<file path="config.mk">
export PLATFORM = sky130hd
export DESIGN_NAME = onehot_scan_decoder_flat
export DESIGN_NICKNAME = d
export VERILOG_FILES = /design/src/rtl/onehot_scan_decoder_if.sv /design/src/rtl/onehot_scan_decoder.sv /design/src/flat_wrapper.sv
export SDC_FILE = /design/constraint.sdc
export NUM_CORES = 1
export LEC_CHECK = 0
export BUFFER_PORTS_ARGS = -buffer_cell sky130_fd_sc_hd__buf_4
export CORE_ASPECT_RATIO = 1.5
export CORE_UTILIZATION = 25
export DETAILED_ROUTE_END_ITERATION = 10
export SLEW_MARGIN = 20
export SYNTH_ARGS = -nofsm -noshare
export SYNTH_HDL_FRONTEND = slang
export SYNTH_SLANG_ARGS = --single-unit
</file>
<file path="constraint.sdc">
create_clock -name clk -period 2.4 [get_ports clk]
set_clock_uncertainty 0.2 [all_clocks]
set_input_delay 0.6 -clock clk [delete_from_list [all_inputs] [get_ports clk]]
set_output_delay 0.6 -clock clk [all_outputs]
set_load 0.05 [all_outputs]
</file>
<file path="src/rtl/onehot_scan_decoder_if.sv">
// ----------------------------------------------------------------------------
// onehot_scan_decoder_if
//   Bundles the control inputs and registered outputs of onehot_scan_decoder.
//   master : the controller side (drives en/mode/sel/load/period).
//   slave  : the decoder side (drives dout/idx/wrap).
// Signals
//   en     1      outputs active / sequencer running
//   mode   1      0 = direct decode, 1 = scan
//   sel    SEL_W  direct select, or start index on load
//   load   1      scan-mode reload of idx from sel
//   period DIV_W  scan dwell per index minus one
//   dout   N_OUT  registered one-hot output
//   idx    SEL_W  registered active index
//   wrap   1      one-cycle pulse on scan rollover to index 0
// ----------------------------------------------------------------------------
interface onehot_scan_decoder_if #(
  parameter int SEL_W = 3,
  parameter int DIV_W = 16
);
  localparam int N_OUT = 1 << SEL_W;

  logic             en;
  logic             mode;
  logic [SEL_W-1:0] sel;
  logic             load;
  logic [DIV_W-1:0] period;
  logic [N_OUT-1:0] dout;
  logic [SEL_W-1:0] idx;
  logic             wrap;

  modport master (
    output en, mode, sel, load, period,
    input  dout, idx, wrap
  );

  modport slave (
    input  en, mode, sel, load, period,
    output dout, idx, wrap
  );
endinterface

</file>
<file path="src/rtl/onehot_scan_decoder.sv">
// ----------------------------------------------------------------------------
// onehot_scan_decoder
//   Registered binary-to-one-hot decoder with a round-robin scan sequencer.
//   Direct mode decodes sel each cycle; scan mode steps idx every period+1
//   cycles (e.g. digit enables of a multiplexed display).
// Ports
//   clk    in  rising-edge clock
//   rst_n  in  asynchronous active-low reset
//   bus    slave modport of onehot_scan_decoder_if (en, mode, sel, load,
//          period in; dout, idx, wrap out)
// Parameters
//   SEL_W       select width, N_OUT = 2**SEL_W outputs
//   DIV_W       prescaler width
//   ACTIVE_LOW  1 inverts every dout bit (idx and wrap stay active-high)
// ----------------------------------------------------------------------------
module onehot_scan_decoder #(
  parameter int SEL_W      = 3,
  parameter int DIV_W      = 16,
  parameter int ACTIVE_LOW = 0
) (
  input  logic                  clk,
  input  logic                  rst_n,
  onehot_scan_decoder_if.slave  bus
);

  localparam int               N_OUT    = 1 << SEL_W;
  localparam logic [N_OUT-1:0] INACTIVE = (ACTIVE_LOW != 0) ? {N_OUT{1'b1}} : {N_OUT{1'b0}};
  localparam logic [SEL_W-1:0] IDX_MAX  = {SEL_W{1'b1}};

  typedef enum logic [1:0] {
    ST_IDLE   = 2'd0,
    ST_DIRECT = 2'd1,
    ST_SCAN   = 2'd2
  } state_t;

  state_t           r_state, w_state_nxt;
  logic [SEL_W-1:0] r_idx,   w_idx_nxt;
  logic [DIV_W-1:0] r_cnt,   w_cnt_nxt;
  logic             r_wrap,  w_wrap_nxt;
  logic [N_OUT-1:0] r_dout,  w_dout_nxt;

  // Next-state and datapath. The operating state for this edge is taken from
  // en/mode directly; r_state only remembers what the previous edge did so a
  // fresh entry into scan can restart the dwell.
  always_comb begin
    // NOTE: every output of this block gets a default first, so no path can
    // leave a signal unassigned and infer a latch.
    w_state_nxt = ST_IDLE;
    w_idx_nxt   = r_idx;
    w_cnt_nxt   = r_cnt;
    w_wrap_nxt  = 1'b0;
    w_dout_nxt  = INACTIVE;

    if (bus.en) begin
      w_state_nxt = bus.mode ? ST_SCAN : ST_DIRECT;
    end

    case (w_state_nxt)
      ST_DIRECT: begin
        w_idx_nxt = bus.sel;
        w_cnt_nxt = '0;
      end
      ST_SCAN: begin
        if (bus.load) begin
          // Reload beats a coincident terminal count.
          w_idx_nxt = bus.sel;
          w_cnt_nxt = '0;
        end else if (r_state != ST_SCAN) begin
          // Fresh entry: keep idx, start a full dwell.
          w_cnt_nxt = '0;
        end else if (r_cnt == bus.period) begin
          w_cnt_nxt  = '0;
          w_idx_nxt  = r_idx + 1'b1;
          w_wrap_nxt = (r_idx == IDX_MAX);
        end else begin
          // A period lowered below cnt is missed until cnt rolls over.
          w_cnt_nxt = r_cnt + 1'b1;
        end
      end
      default: ;  // idle: idx and cnt hold, outputs inactive
    endcase

    // dout is decoded from the index being registered on this same edge.
    if (w_state_nxt != ST_IDLE) begin
      w_dout_nxt = (N_OUT'(1) << w_idx_nxt) ^ INACTIVE;
    end
  end

  always_ff @(posedge clk or negedge rst_n) begin
    if (!rst_n) begin
      r_state <= ST_IDLE;
      r_idx   <= '0;
      r_cnt   <= '0;
      r_wrap  <= 1'b0;
      r_dout  <= INACTIVE;
    end else begin
      // NOTE: non-blocking assignments so every register samples the values
      // from before this edge, independent of statement order.
      r_state <= w_state_nxt;
      r_idx   <= w_idx_nxt;
      r_cnt   <= w_cnt_nxt;
      r_wrap  <= w_wrap_nxt;
      r_dout  <= w_dout_nxt;
    end
  end

  assign bus.dout = r_dout;
  assign bus.idx  = r_idx;
  assign bus.wrap = r_wrap;

endmodule

</file>
<file path="src/flat_wrapper.sv">
// flat-port wrapper written by rule: the top's interface ports become plain ports
module onehot_scan_decoder_flat 
#(
  parameter int SEL_W      = 3,
  parameter int DIV_W      = 16,
  parameter int ACTIVE_LOW = 0
)
  (clk, rst_n, bus_en, bus_mode, bus_sel, bus_load, bus_period, bus_dout, bus_idx, bus_wrap);
  onehot_scan_decoder_if #(.SEL_W(SEL_W), .DIV_W(DIV_W)) bus_i ();
  input  logic clk;
  input  logic rst_n;
  input wire logic [$bits(bus_i.en)-1:0] bus_en;
  input wire logic [$bits(bus_i.mode)-1:0] bus_mode;
  input wire logic [$bits(bus_i.sel)-1:0] bus_sel;
  input wire logic [$bits(bus_i.load)-1:0] bus_load;
  input wire logic [$bits(bus_i.period)-1:0] bus_period;
  output wire logic [$bits(bus_i.dout)-1:0] bus_dout;
  output wire logic [$bits(bus_i.idx)-1:0] bus_idx;
  output wire logic [$bits(bus_i.wrap)-1:0] bus_wrap;
  assign bus_i.en = bus_en;
  assign bus_i.mode = bus_mode;
  assign bus_i.sel = bus_sel;
  assign bus_i.load = bus_load;
  assign bus_i.period = bus_period;
  assign bus_dout = bus_i.dout;
  assign bus_idx = bus_i.idx;
  assign bus_wrap = bus_i.wrap;
  onehot_scan_decoder #(.SEL_W(SEL_W), .DIV_W(DIV_W), .ACTIVE_LOW(ACTIVE_LOW)) u_core (.clk(clk), .rst_n(rst_n), .bus(bus_i));
endmodule
</file>
# After elaboration in Yosys (flattened, before gate mapping)
# Cells that the tools add are included.
[op_classes]
shifts = 1
n_reduce_logical = 2
n_eq_ne = 5
n_mux = 15
add_sub_neg = 2
[ops]
columns = ["operator", "count"]
rows = [
  ["16-bit 2-to-1 mux", 3],
  ["16-bit one-hot mux with 2 select lines", 1],
  ["16-bit by 1-bit adder with 16-bit output, second input constant", 1],
  ["16-bit equality test", 1],
  ["3-bit 2-to-1 mux", 3],
  ["8-bit 2-to-1 mux", 1],
  ["1-bit by 3-bit left shift with 8-bit output, first input constant", 1],
  ["3-bit one-hot mux with 2 select lines", 1],
  ["1-bit 2-to-1 mux", 4],
  ["2-bit 2-to-1 mux", 2],
  ["2-bit nonzero test", 2],
  ["3-bit by 1-bit adder with 3-bit output, second input constant", 1],
  ["3-bit equality test, second input constant", 1],
  ["2-bit by 1-bit equality test with 1-bit output, second input constant", 1],
  ["2-bit equality test, second input constant", 1],
  ["2-bit != test, second input constant", 1],
]
[totals]
word_cells = 30
input_bits = 24
regBits = 30
output_inout_bits = 12

# Longest topological paths before layout
[depth]
ltp_word = 7
depth_mapped = 8
depth_no_buf = 7

# Worst setup path before layout
# No wires, ideal clock.
[synth_path]
path_type = "input to register"
startpoint = "in bus_period[9]"
endpoint = "reg u_core.r_dout[2] (netlist: u_core.bus.dout[2])"
t_arrival_ns = 2.010
path_slack_ns = 0.110
required_ns = 2.120
setup_ns = 0.080
path_buffers = 1
stages = 7
path_cell_list = "xor2_1 > nor4_2 > and4_1 > buf_4 > mux2i_4 > nand2_1 > nor3b_2"
[synth_via]
elab_chain_len = 7
[synth_lines]
columns = ["item", "line", "source"]
rows = [
  ["start, declared", "flat_wrapper.sv:16", "input wire logic [$bits(bus_i.period)-1:0] bus_period;"],
  ["16-bit equality test", "onehot_scan_decoder.sv:71", "end else if (r_cnt == bus.period) begin"],
  ["3-bit 2-to-1 mux", "onehot_scan_decoder.sv:71", ""],
  ["3-bit 2-to-1 mux", "onehot_scan_decoder.sv:68", "end else if (r_state != ST_SCAN) begin"],
  ["3-bit 2-to-1 mux", "onehot_scan_decoder.sv:64", "if (bus.load) begin"],
  ["3-bit one-hot mux with 2 select lines", "onehot_scan_decoder.sv:58", "case (w_state_nxt)"],
  ["1-bit by 3-bit left shift with 8-bit output", "onehot_scan_decoder.sv:85", "w_dout_nxt = (N_OUT'(1) << w_idx_nxt) ^ INACTIVE;"],
  ["8-bit 2-to-1 mux", "onehot_scan_decoder.sv:84", "if (w_state_nxt != ST_IDLE) begin"],
  ["net u_core.w_dout_nxt[2]", "onehot_scan_decoder.sv:40", "logic [N_OUT-1:0] r_dout, w_dout_nxt;"],
  ["end signal, assigned", "onehot_scan_decoder.sv:103", "r_dout <= w_dout_nxt;"],
  ["end, declared", "onehot_scan_decoder.sv:40", ""],
]
# The timed path passes the listed nets, and every way through them passes these cells.
# A chain may end at the register's enable or synchronous reset.

# Final worst setup path
[layout_path]
startpoint = "reg u_core.r_cnt[8]"
endpoint = "reg u_core.r_dout[3] (netlist: u_core.bus.dout[3])"
[layout_via]
elab_chain_len = 7
[layout_lines]
columns = ["item", "line", "source"]
rows = [
  ["start, declared", "onehot_scan_decoder.sv:38", "logic [DIV_W-1:0] r_cnt, w_cnt_nxt;"],
  ["start signal, assigned", "onehot_scan_decoder.sv:101", "r_cnt <= w_cnt_nxt;"],
  ["16-bit equality test", "onehot_scan_decoder.sv:71", ""],
  ["3-bit 2-to-1 mux", "onehot_scan_decoder.sv:71", ""],
  ["3-bit 2-to-1 mux", "onehot_scan_decoder.sv:68", ""],
  ["3-bit 2-to-1 mux", "onehot_scan_decoder.sv:64", ""],
  ["3-bit one-hot mux with 2 select lines", "onehot_scan_decoder.sv:58", ""],
  ["net u_core.w_idx_nxt[1]", "onehot_scan_decoder.sv:37", "logic [SEL_W-1:0] r_idx, w_idx_nxt;"],
  ["1-bit by 3-bit left shift with 8-bit output", "onehot_scan_decoder.sv:85", ""],
  ["8-bit 2-to-1 mux", "onehot_scan_decoder.sv:84", ""],
  ["net u_core.w_dout_nxt[3]", "onehot_scan_decoder.sv:40", ""],
]
# The timed path passes the listed nets, and every way through them passes these cells.

==> impl_metrics.py <==
metrics = {
    "status": {
        "outcome": "finished clean",
    },
    "clocking": {
        "cts.sinks": 30,
        "cts_tree": "built",
        "clockBufferDepth": 2,
        "clkSlewWorstSetupHoldPaths_ps": 60,
        "insertion_delay_ps": 280,
        "clock-root-buffer": "clkbuf_8",
        "cts_inserted_buffers": 5,
        "cts_max_level": 2,
    },
    "final_layout": {
        "area_growth_syn_to_layout_pct": 33.12,
        "nFillCells": 709,
        "drive_gt1_share_pct": 32.60,
        "layout.nets": 254,
        "diodes": 0,
    },
    "run": {
        "cap_violations": 0,
    },
    "floorplan": {
        "initial_core_util_pct": 25.70,
        "die_w_um": 70.30,
        "io_pins": 36,
        "core_um2": 6805,
        "die-area_um2": 7342,
        "die_h_um": 104.4,
        "row_count": 37,
    },
    "power_and_ir_drop": {
        "p_leak_nw": 1.110,
        "power.density_nw_per_um2": 495.2,
        "vdd_drop_max_mv": 0.1991,
    },
    "routing": {
        "routed_wl_mm": 4.182,
        "drt_first_pass_iters": 4,
        "ant_nets": 0,
        "wl_per_cell_um": 13.71,
        "vias": 1473,
        "drc_errors": 0,
        "drt_iter0_drc": 41,
        "vias_per_cell": 4.830,
    },
    "global_route": {
        "grt_pass1_vias": 1478,
        "grt_max_degree": 31,
        "grt.total_usage_pct": 12.47,
        "antenna_found_initial": 0,
        "grt_pass1_wl_mm": 7.245,
        "grt_overflow": 0,
    },
    "timing": {
        "setup_violations": 0,
        "finalWorstSetupSlack_ps": 132.6,
        "tns_ps": 0,
        "rsz0062_at_grt": "no",
        "period_minus_slack_ps": 2267,
        "worst_pin_slew_ps": 492.4,
        "max_freq_mhz": 441.0,
        "relSlewSlack_pct": 66.23,
        "finalCritPeriodShare_pct": 94.47,
        "final_max_slew_viol_count": 0,
        "hold_viol": 0,
    },
    "synth": {
        "synth_edf_count": 0,
        "synth_fp_nets": 200,
        "synth_area_leaders": "dfrtp_1, xor2_1, nor3b_2",
        "synth_area_per_cell_um2": 10.11,
        "ys_seq_elements": 30,
        "synth_seq_area_share_pct": 42.92,
        "synthArstFlopShare_pct": 100.0,
        "synth_top_area_share_pct": 42.92,
        "yosys.area.top_type": "dfrtp_1",
        "yosysWarningCount": 0,
        "netlist_instances": 173,
        "ys.flop_type": "dfrtp_1",
        "yosysUniqueCellTypes": 39,
        "syn_area_um2": 1749,
    },
    "placement": {
        "place_worst_setup_slack_ps": -212.7,
        "place_congestion": 0.8388,
        "dp_hpwl_mm": 3.084,
        "portBuffers": 35,
    },
    "worst_hold_path": {
        "hold_class": "primary input to async pin",
    },
    "setup_path": {
        "worst-endpoint-required_ps": 2370,
        "critPathKind": "flip-flop to flip-flop",
        "cp-start-kind": "flip-flop",
        "reg2reg_to": "u_core.bus.dout[3]$_DFF_PN0_",
        "worst_r2r_path_depth": 7,
        "r2r-start": "u_core.r_cnt[8]$_DFFE_PN0N_",
        "arrival_ps": 2240,
        "critPathMaxFanout": 7,
        "rrSetupSlack_ps": 130,
        "endpoint_kind": "flip-flop",
    },
}
==> repair_timing <==
item,CTS,global route
hold buffers,0,0
gates resized for setup,0,4
buffers inserted,0,2
setup endpoints to repair,0,7
==> state kept, by name, indices dropped and copies added (netlist names) <==
name             cells
u_core.r_state       2
u_core.bus.dout      8
u_core.bus.wrap      1
u_core.bus.idx       3
u_core.r_cnt        16
==> per-stage QoR <==
| step | hold WS, ps | cell area (µm²) | total power, mW | util [%] | instances |
|---|---|---|---|---|---|
| global route | 78.31 | 2328 | 1.217 | 34.22 | 305 |
| global placement | 330.0 | 2207 | 0.7706 | 32.43 | 295 |
| floorplan | 104.4 | 1749 | 0.6774 | - | 173 |
| CTS | 53.59 | 2283 | 1.159 | 33.55 | 302 |
| finish | 40.35 | 2328 | 1.153 | 34.22 | 305 |
| detailed placement | 324.2 | 2207 | 0.7736 | 32.43 | 295 |
==> worst max-delay path, cell delays in order (launching register included) <==
cell     delay, ps
dfrtp_1        440
xor2_1         170
nor4_2         350
and4_4         300
buf_12         120
nand2_2        110
mux2i_4        250
and3b_1        210
==> report_power, final <==
part           switching (mW)  internal, mW  total [mW]
clock network           0.180         0.199       0.380
logic                   0.145        0.0948       0.240
registers              0.0111         0.523       0.534
total                   0.337         0.817        1.15
==> worst max path at each step <==
| stage | slack (ps) | depth (start not counted) | to | from |
|---|---|---|---|---|
| 3_3_place_gp | -160 | 8 | u_core.bus.dout[6]$_DFF_PN0_ | bus_period[12] |
| 5_1_grt | 10 | 7 | u_core.bus.dout[3]$_DFF_PN0_ | u_core.r_cnt[8]$_DFFE_PN0N_ |
| 2_1_floorplan | 110 | 7 | u_core.bus.dout[2]$_DFF_PN0_ | bus_period[9] |
| 3_5_place_dp | -210 | 8 | u_core.bus.dout[2]$_DFF_PN0_ | bus_period[12] |
| 4_1_cts | 70 | 7 | u_core.bus.dout[2]$_DFF_PN0_ | u_core.r_cnt[8]$_DFFE_PN0N_ |
| 6_report | 130 | 7 | u_core.bus.dout[3]$_DFF_PN0_ | u_core.r_cnt[8]$_DFFE_PN0N_ |
==> per-layer routing <==
layer,track usage (%),routed length (µm),vias up
met3,3.198,183,8
li1,-,-,730
met2,20.27,2143,38
met5,0,0,-
met1,15.45,1783,697
met4,5.143,72,0
==> area by class of cell <==
class	instances	area [µm²]	share of cell area, %
flip-flops and latches	30	750.7	32.24
clock buffers	7	76.32	3.278
repair buffers	52	402.9	17.30
well taps	78	97.59	4.191
multi-input cells	133	982.2	42.18
inverters	5	18.77	0.8060
==> cell usage after synthesis, types with 4 or more instances <==
cell type and instances:
xor2_1 18, mux2i_1 5, o21ai_1 8, nor3_1 11, nand3_1 8, clkbuf_1 4
nand2_1 13, dfrtp_1 30, nor4_2 4, a22o_1 6, o21ai_0 7, a21oi_1 6
nor3b_2 5, inv_1 4, and3_1 5, nor2_1 6
==> placed cells by master, fill, tap and decap left out, types with 2 or more instances in the layout <==
master	n
nor2_1	6
nand2_1	13
clkbuf_1	2
buf_4	51
clkbuf_8	5
inv_1	4
nor3b_2	5
or3_1	3
a22o_1	6
o2bb2ai_1	2
mux2i_4	3
and3b_1	2
mux2i_1	5
o21ai_0	7
xor2_1	18
nor4_2	4
dfrtp_1	30
o21ai_1	8
and3_1	5
nor3_1	10
and2_1	2
ha_1	3
nand3_1	8
a21oi_1	6
xnor2_1	2
==> cells by family after synthesis <==
| group | synth area share [%] |
|---|---|
| xor gates and xnor gates | 10.01 |
| DFF | 42.92 |
| muxes | 5.436 |
| buffers and inverters | 2.646 |
| AOI/OAI and AO/OA | 13.02 |
| adders and majority gates | 2.146 |
| and+or+nand+nor | 23.82 |
(Power assumes the default switching activity.)
